File: config.mk
export PLATFORM = sky130hd
export DESIGN_NAME = axis_pkt_fifo
export DESIGN_NICKNAME = d
export VERILOG_FILES = /design/src/rtl/axis_pkt_fifo.sv
export SDC_FILE = /design/constraint.sdc
export NUM_CORES = 1
export LEC_CHECK = 0
export ABC_CLOCK_PERIOD_IN_PS = 3600
export BUFFER_PORTS_ARGS = -buffer_cell sky130_fd_sc_hd__buf_2
export CORE_MARGIN = 5
export CORE_UTILIZATION = 55
export DETAILED_ROUTE_END_ITERATION = 6
export GPL_ROUTABILITY_DRIVEN = 1
export PLACE_DENSITY = 0.76
export SLEW_MARGIN = 20
export SYNTH_ARGS = -nofsm -noshare
export SYNTH_HDL_FRONTEND = slang
export SYNTH_SLANG_ARGS = --single-unit
File: constraint.sdc
create_clock -name aclk -period 3.6 [get_ports aclk]
set_input_delay 1.08 -clock aclk [delete_from_list [all_inputs] [get_ports aclk]]
set_output_delay 1.08 -clock aclk [all_outputs]
set_load 0.02 [all_outputs]
File: src/rtl/axis_pkt_fifo.sv
// AXI-Stream FIFO of DEPTH {tdata,tlast} entries with optional store-and-forward gating.
// Latency: a beat written on edge N is visible on s_* after edge N (no empty bypass).
// Backpressure: m_tready drops when full; s_tvalid waits for a whole packet in packet mode.
module axis_pkt_fifo #(
  parameter int DATA_WIDTH   = 8,
  parameter int ADDR_DEPTH   = 4,
  parameter int PACKET_MODE  = 0,
  parameter int AFULL_THRESH = 12
) (
  input  logic                  aclk,
  input  logic                  areset_n,
  input  logic [DATA_WIDTH-1:0] m_tdata,
  input  logic                  m_tvalid,
  output logic                  m_tready,
  input  logic                  m_tlast,
  output logic [DATA_WIDTH-1:0] s_tdata,
  output logic                  s_tvalid,
  input  logic                  s_tready,
  output logic                  s_tlast,
  output logic [ADDR_DEPTH:0]   fill_count,
  output logic [ADDR_DEPTH:0]   pkt_count,
  output logic                  almost_full
);

  localparam int               DEPTH     = 1 << ADDR_DEPTH;
  localparam int               PW        = ADDR_DEPTH + 1;
  localparam logic [PW-1:0]    DEPTH_LVL = PW'(DEPTH);
  localparam logic [PW-1:0]    AFULL_LVL = PW'(AFULL_THRESH);

  // Storage is never reset: pointers alone define which entries are live.
  logic [DATA_WIDTH:0] mem_q [DEPTH];

  logic [PW-1:0] wr_ptr_q, wr_ptr_d;
  logic [PW-1:0] rd_ptr_q, rd_ptr_d;
  logic [PW-1:0] pkt_cnt_q, pkt_cnt_d;
  logic          rst_done_q;

  logic          full;
  logic          empty;
  logic          wr_en;
  logic          rd_en;
  logic          head_last;

  // Pointers carry one extra wrap bit so full and empty are distinguishable.
  assign fill_count  = wr_ptr_q - rd_ptr_q;
  assign pkt_count   = pkt_cnt_q;
  assign full        = (fill_count == DEPTH_LVL);
  assign empty       = (fill_count == '0);
  assign almost_full = (fill_count >= AFULL_LVL);

  assign m_tready    = rst_done_q && !full;
  assign wr_en       = m_tvalid && m_tready;
  assign rd_en       = s_tvalid && s_tready;

  assign s_tdata     = mem_q[rd_ptr_q[ADDR_DEPTH-1:0]][DATA_WIDTH-1:0];
  assign head_last   = mem_q[rd_ptr_q[ADDR_DEPTH-1:0]][DATA_WIDTH];
  assign s_tlast     = head_last;

  // Output gating: cut-through shows any stored beat; store-and-forward waits
  // for a complete packet, except when full (otherwise an oversized packet deadlocks).
  always_comb begin
    s_tvalid = !empty;
    if (PACKET_MODE != 0) begin
      s_tvalid = !empty && ((pkt_cnt_q != '0) || full);
    end
  end

  // Next-state for pointers and the stored-packet counter.
  always_comb begin
    wr_ptr_d  = wr_ptr_q;
    rd_ptr_d  = rd_ptr_q;
    pkt_cnt_d = pkt_cnt_q;
    if (wr_en) begin
      wr_ptr_d = wr_ptr_q + 1'b1;
    end
    if (rd_en) begin
      rd_ptr_d = rd_ptr_q + 1'b1;
    end
    if ((wr_en && m_tlast) && !(rd_en && head_last)) begin
      pkt_cnt_d = pkt_cnt_q + 1'b1;
    end else if (!(wr_en && m_tlast) && (rd_en && head_last)) begin
      pkt_cnt_d = pkt_cnt_q - 1'b1;
    end
  end

  // Control state; rst_done holds off writes until the first edge after reset release.
  always_ff @(posedge aclk or negedge areset_n) begin
    if (!areset_n) begin
      wr_ptr_q   <= '0;
      rd_ptr_q   <= '0;
      pkt_cnt_q  <= '0;
      rst_done_q <= 1'b0;
    end else begin
      wr_ptr_q   <= wr_ptr_d;
      rd_ptr_q   <= rd_ptr_d;
      pkt_cnt_q  <= pkt_cnt_d;
      rst_done_q <= 1'b1;
    end
  end

  // Beat storage write port.
  always_ff @(posedge aclk) begin
    if (wr_en) begin
      mem_q[wr_ptr_q[ADDR_DEPTH-1:0]] <= {m_tlast, m_tdata};
    end
  end

endmodule

==> reports/qor.txt <==
RUN STATUS
-----------------------------------------------------------------------------------------------
Result of the run                                                                     completed

ROUTE
-----------------------------------------------------------------------------------------------
Initial DRT Pass Iterations                                                                   4
Via count                                                                                  3215
Iteration-0 DRC Markers                                                                     281
DRC violations left                                                                           0
Number of nets still failing antenna checks after routing                                     0
Vias per cell                                                                             6.043
Wirelength per Cell                                                                    23.89 um
Final wirelength                                                                       12710 um

WORST SETUP PATH
-----------------------------------------------------------------------------------------------
Crit path capture type                                                              output port
Startpoint-to-endpoint class of the critical path                                  flop to output port
Crit path arrival time                                                                  2.40 ns
WP data required                                                                        2.52 ns
Setup crit start kind                                                                      flop
Peak fanout along the critical path                                                          15

LOGIC SYNTHESIS
-----------------------------------------------------------------------------------------------
Dominant register cell in the synthesized netlist                                  sky130_fd_sc_hd__edfxtp_1
Summed instance area of the synthesized netlist                                       6616 um^2
Post-synth EDFFs                                                                            144
Part of the Yosys area used for sequential elements                                      0.7141
Largest area contributor in the netlist                                            sky130_fd_sc_hd__edfxtp_1
Syn Nets                                                                                    347
Count of different cell masters after synthesis                                              38
Area share of the leading cell type in the synthesized netlist                           0.6536
Dominant cells by area after synthesis                                             sky130_fd_sc_hd__edfxtp_1, sky130_fd_sc_hd__mux4_2, sky130_fd_sc_hd__dfrtp_1
Synthesized instance count                                                                  319
Async SR Flop Fraction                                                                   0.1000
Number of synthesis warnings                                                                  0
Synthesized flop and latch total                                                            160
Synth Area per Inst                                                                  20.74 um^2

CLOCK NETWORK
-----------------------------------------------------------------------------------------------
Maximum clock path buffer count                                                               2
Clock H-tree levels                                                                           4
Total clock sinks                                                                           160
Clock tree from TritonCTS                                                                 built
Post-CTS Hold Buffers                                                                         0
Clock input transition at the sequential cells of the worst setup and hold paths        0.06 ns
Root buf cell                                                                      sky130_fd_sc_hd__clkbuf_16
Number of buffers created by CTS                                                             17
Insertion delay to the later sink of the worst-skew pair                                0.42 ns

TIMING
-----------------------------------------------------------------------------------------------
Slew at the pin with the worst max-slew slack                                         0.6987 ns
Number of endpoints with negative hold slack in the final report                              0
Total negative slack                                                                       0 ns
Clock skew after layout                                                              0.01023 ns
Max-slew headroom                                                                        0.5342
Tcrit/Tclk final                                                                         0.9668
Final setup violation count                                                                   0
Number of pins with negative max-slew slack in the final report                               0
Fin Hold WS                                                                           0.4671 ns
Clock period minus worst slack                                                         3.480 ns
Fmax                                                                                  287.3 MHz
Setup repair after global routing missed its margin                                        true

POWER
-----------------------------------------------------------------------------------------------
Internal power                                                                          4394 uW
Total design power                                                                      6586 uW
Share of power burned in the clock network                                                0.252
Switch share                                                                             0.3328
Standby leakage power                                                               0.002677 uW
Sw power                                                                                2191 uW
Areal power density over the cells                                                 866.5 nW/um^2
Comb pwr share                                                                            0.396
Register share of total power                                                             0.353
Worst supply voltage drop on vdd                                                       1.191 mV

FINAL LAYOUT
-----------------------------------------------------------------------------------------------
Most common cell after layout, fill and taps aside                                 sky130_fd_sc_hd__edfxtp_1
Most frequent cells in the layout                                                  sky130_fd_sc_hd__edfxtp_1, sky130_fd_sc_hd__mux4_2, sky130_fd_sc_hd__buf_2
Syn-to-layout area delta                                                                 14.86%
Net count of the finished layout                                                            402
Count of antenna diodes in the layout                                                         0
Share of cells above drive strength 1                                                    0.3221

DIE
-----------------------------------------------------------------------------------------------
Starting utilization of the core area                                                    0.5555
Horizontal die dimension                                                               119.7 um
Number of I/O pins                                                                           35
DIE AREA                                                                             14320 um^2
Core Box Area                                                                        11910 um^2
Total number of placement rows                                                               40
Chip Height                                                                            119.7 um

GLOBAL ROUTING
-----------------------------------------------------------------------------------------------
Overflow after GRT                                                                            0
Maximum number of pins on one net before global-route repair                                 25
Overall routing resource usage                                                           0.1946
Via count of the first global-routing pass                                                 3497
Wire length of the first global-routing pass                                           19980 um
Initial antenna violation count                                                               0

PLACE
-----------------------------------------------------------------------------------------------
Total of buffers placed on input and output ports                                            34
Gp weighted congestion                                                                   0.7979
Sum of net half-perimeters after detailed placement                                     7759 um

HOLD PATH
-----------------------------------------------------------------------------------------------
Classification of the worst-slack hold path                                        flop to flop

RUN
-----------------------------------------------------------------------------------------------
Maximum Capacitance Violations                                                                0

worst max-delay path: stages (launching register included):
cell and delay, ns:
sky130_fd_sc_hd__dfrtp_2 0.37, sky130_fd_sc_hd__buf_6 0.20, sky130_fd_sc_hd__buf_12 0.20, sky130_fd_sc_hd__mux4_1 0.57, sky130_fd_sc_hd__mux4_2 0.46, sky130_fd_sc_hd__buf_2 0.17
stage by stage:
step | utilization | cells | worst slack, ns | instance area, um^2
after floorplan | - | 319 | 0.01968 | 6648
after global placement | 0.5887 | 501 | 0.1957 | 7012
after detailed placement | 0.5887 | 501 | 0.1153 | 7012
after CTS | 0.6343 | 531 | -0.03377 | 7556
after global routing | 0.6380 | 532 | -0.01529 | 7600
final | 0.6380 | 532 | 0.1197 | 7600
sequential cells by signal (all words and copies together), names as in the netlist:
| name | flops |
|---|---|
| mem_q | 144 |
| pkt_count | 5 |
| rd_ptr_q | 5 |
| wr_ptr_q | 5 |
| rst_done_q | 1 |
layout make-up:
class,instances,area [um^2]
clock buffer,23,447.9
clock inverter,7,88.84
fill,821,4312
inverter,8,30.03
multi-input combinational,140,1823
sequential,160,4726
tap,147,183.9
timing repair buffer,47,300.3
cells in the mapped netlist, types with 3 or more instances:
cell and number:
sky130_fd_sc_hd__a21o_1 3, sky130_fd_sc_hd__and3_1 16, sky130_fd_sc_hd__nand2_1 4, sky130_fd_sc_hd__mux4_1 3
sky130_fd_sc_hd__nor2_1 5, sky130_fd_sc_hd__nor2b_1 3, sky130_fd_sc_hd__inv_1 7, sky130_fd_sc_hd__a21oi_1 6
sky130_fd_sc_hd__ha_1 13, sky130_fd_sc_hd__xnor2_1 9, sky130_fd_sc_hd__nand3_1 7, sky130_fd_sc_hd__edfxtp_1 144
sky130_fd_sc_hd__and2_1 4, sky130_fd_sc_hd__mux4_2 42, sky130_fd_sc_hd__dfrtp_1 16, sky130_fd_sc_hd__clkbuf_1 3
sky130_fd_sc_hd__xor2_1 7
timing repair:
action / CTS / global route
setup buffers: 0 / 1
setup endpoints to repair: 8 / 11
resized for setup: 2 / 9
per-layer routing:
metal | share of wire | vias to the layer above | routed length [um] | global-route usage
met4 | 0.028 | 0 | 351 | 0.08518
met1 | 0.41 | 1659 | 5189 | 0.2462
li1 | - | 1416 | - | -
met3 | 0.054 | 23 | 682 | 0.05372
met2 | 0.51 | 117 | 6484 | 0.3181
met5 | 0 | - | 0 | 0
cells by family after synthesis:
kind of cell | Yosys count | share of synthesized area
AO/OA/AOI/OAI | 14 | 0.01588
XOR/XNOR | 16 | 0.02118
adder cells (fa/ha/maj) | 15 | 0.03064
buffers and inverters | 19 | 0.01702
flip-flops | 160 | 0.7141
multiplexers | 48 | 0.1600
other | 1 | 0.0005668
AND/OR/NAND/NOR | 46 | 0.04066
worst paths after layout:
path | from | slack, ns | cells past startpoint | endpoint
worst max-delay path | rd_ptr_q[0] | 0.12 | 5 | s_tdata[1]
worst min-delay path | pkt_count[4] | 0.47 | 1 | pkt_count[4]
worst max register to register | wr_ptr_q[0] | 0.22 | 17 | pkt_count[4]
worst min register to register | pkt_count[4] | 0.47 | 1 | pkt_count[4]
max in group asynchronous | areset_n | 2.72 | 1 | rd_ptr_q[0]
min in group asynchronous | areset_n | 0.57 | 1 | rd_ptr_q[4]
power groups by stage:
stage	Sequential, uW	Combinational, uW	Clock, uW
after floorplan	2380	1870	0
after CTS	2320	2560	1680
after detailed placement	2360	2530	0
final	2320	2610	1660
after global routing	2340	2820	1780
after global placement	2350	2470	0
No activity file was read; power rests on OpenSTA's default activity.
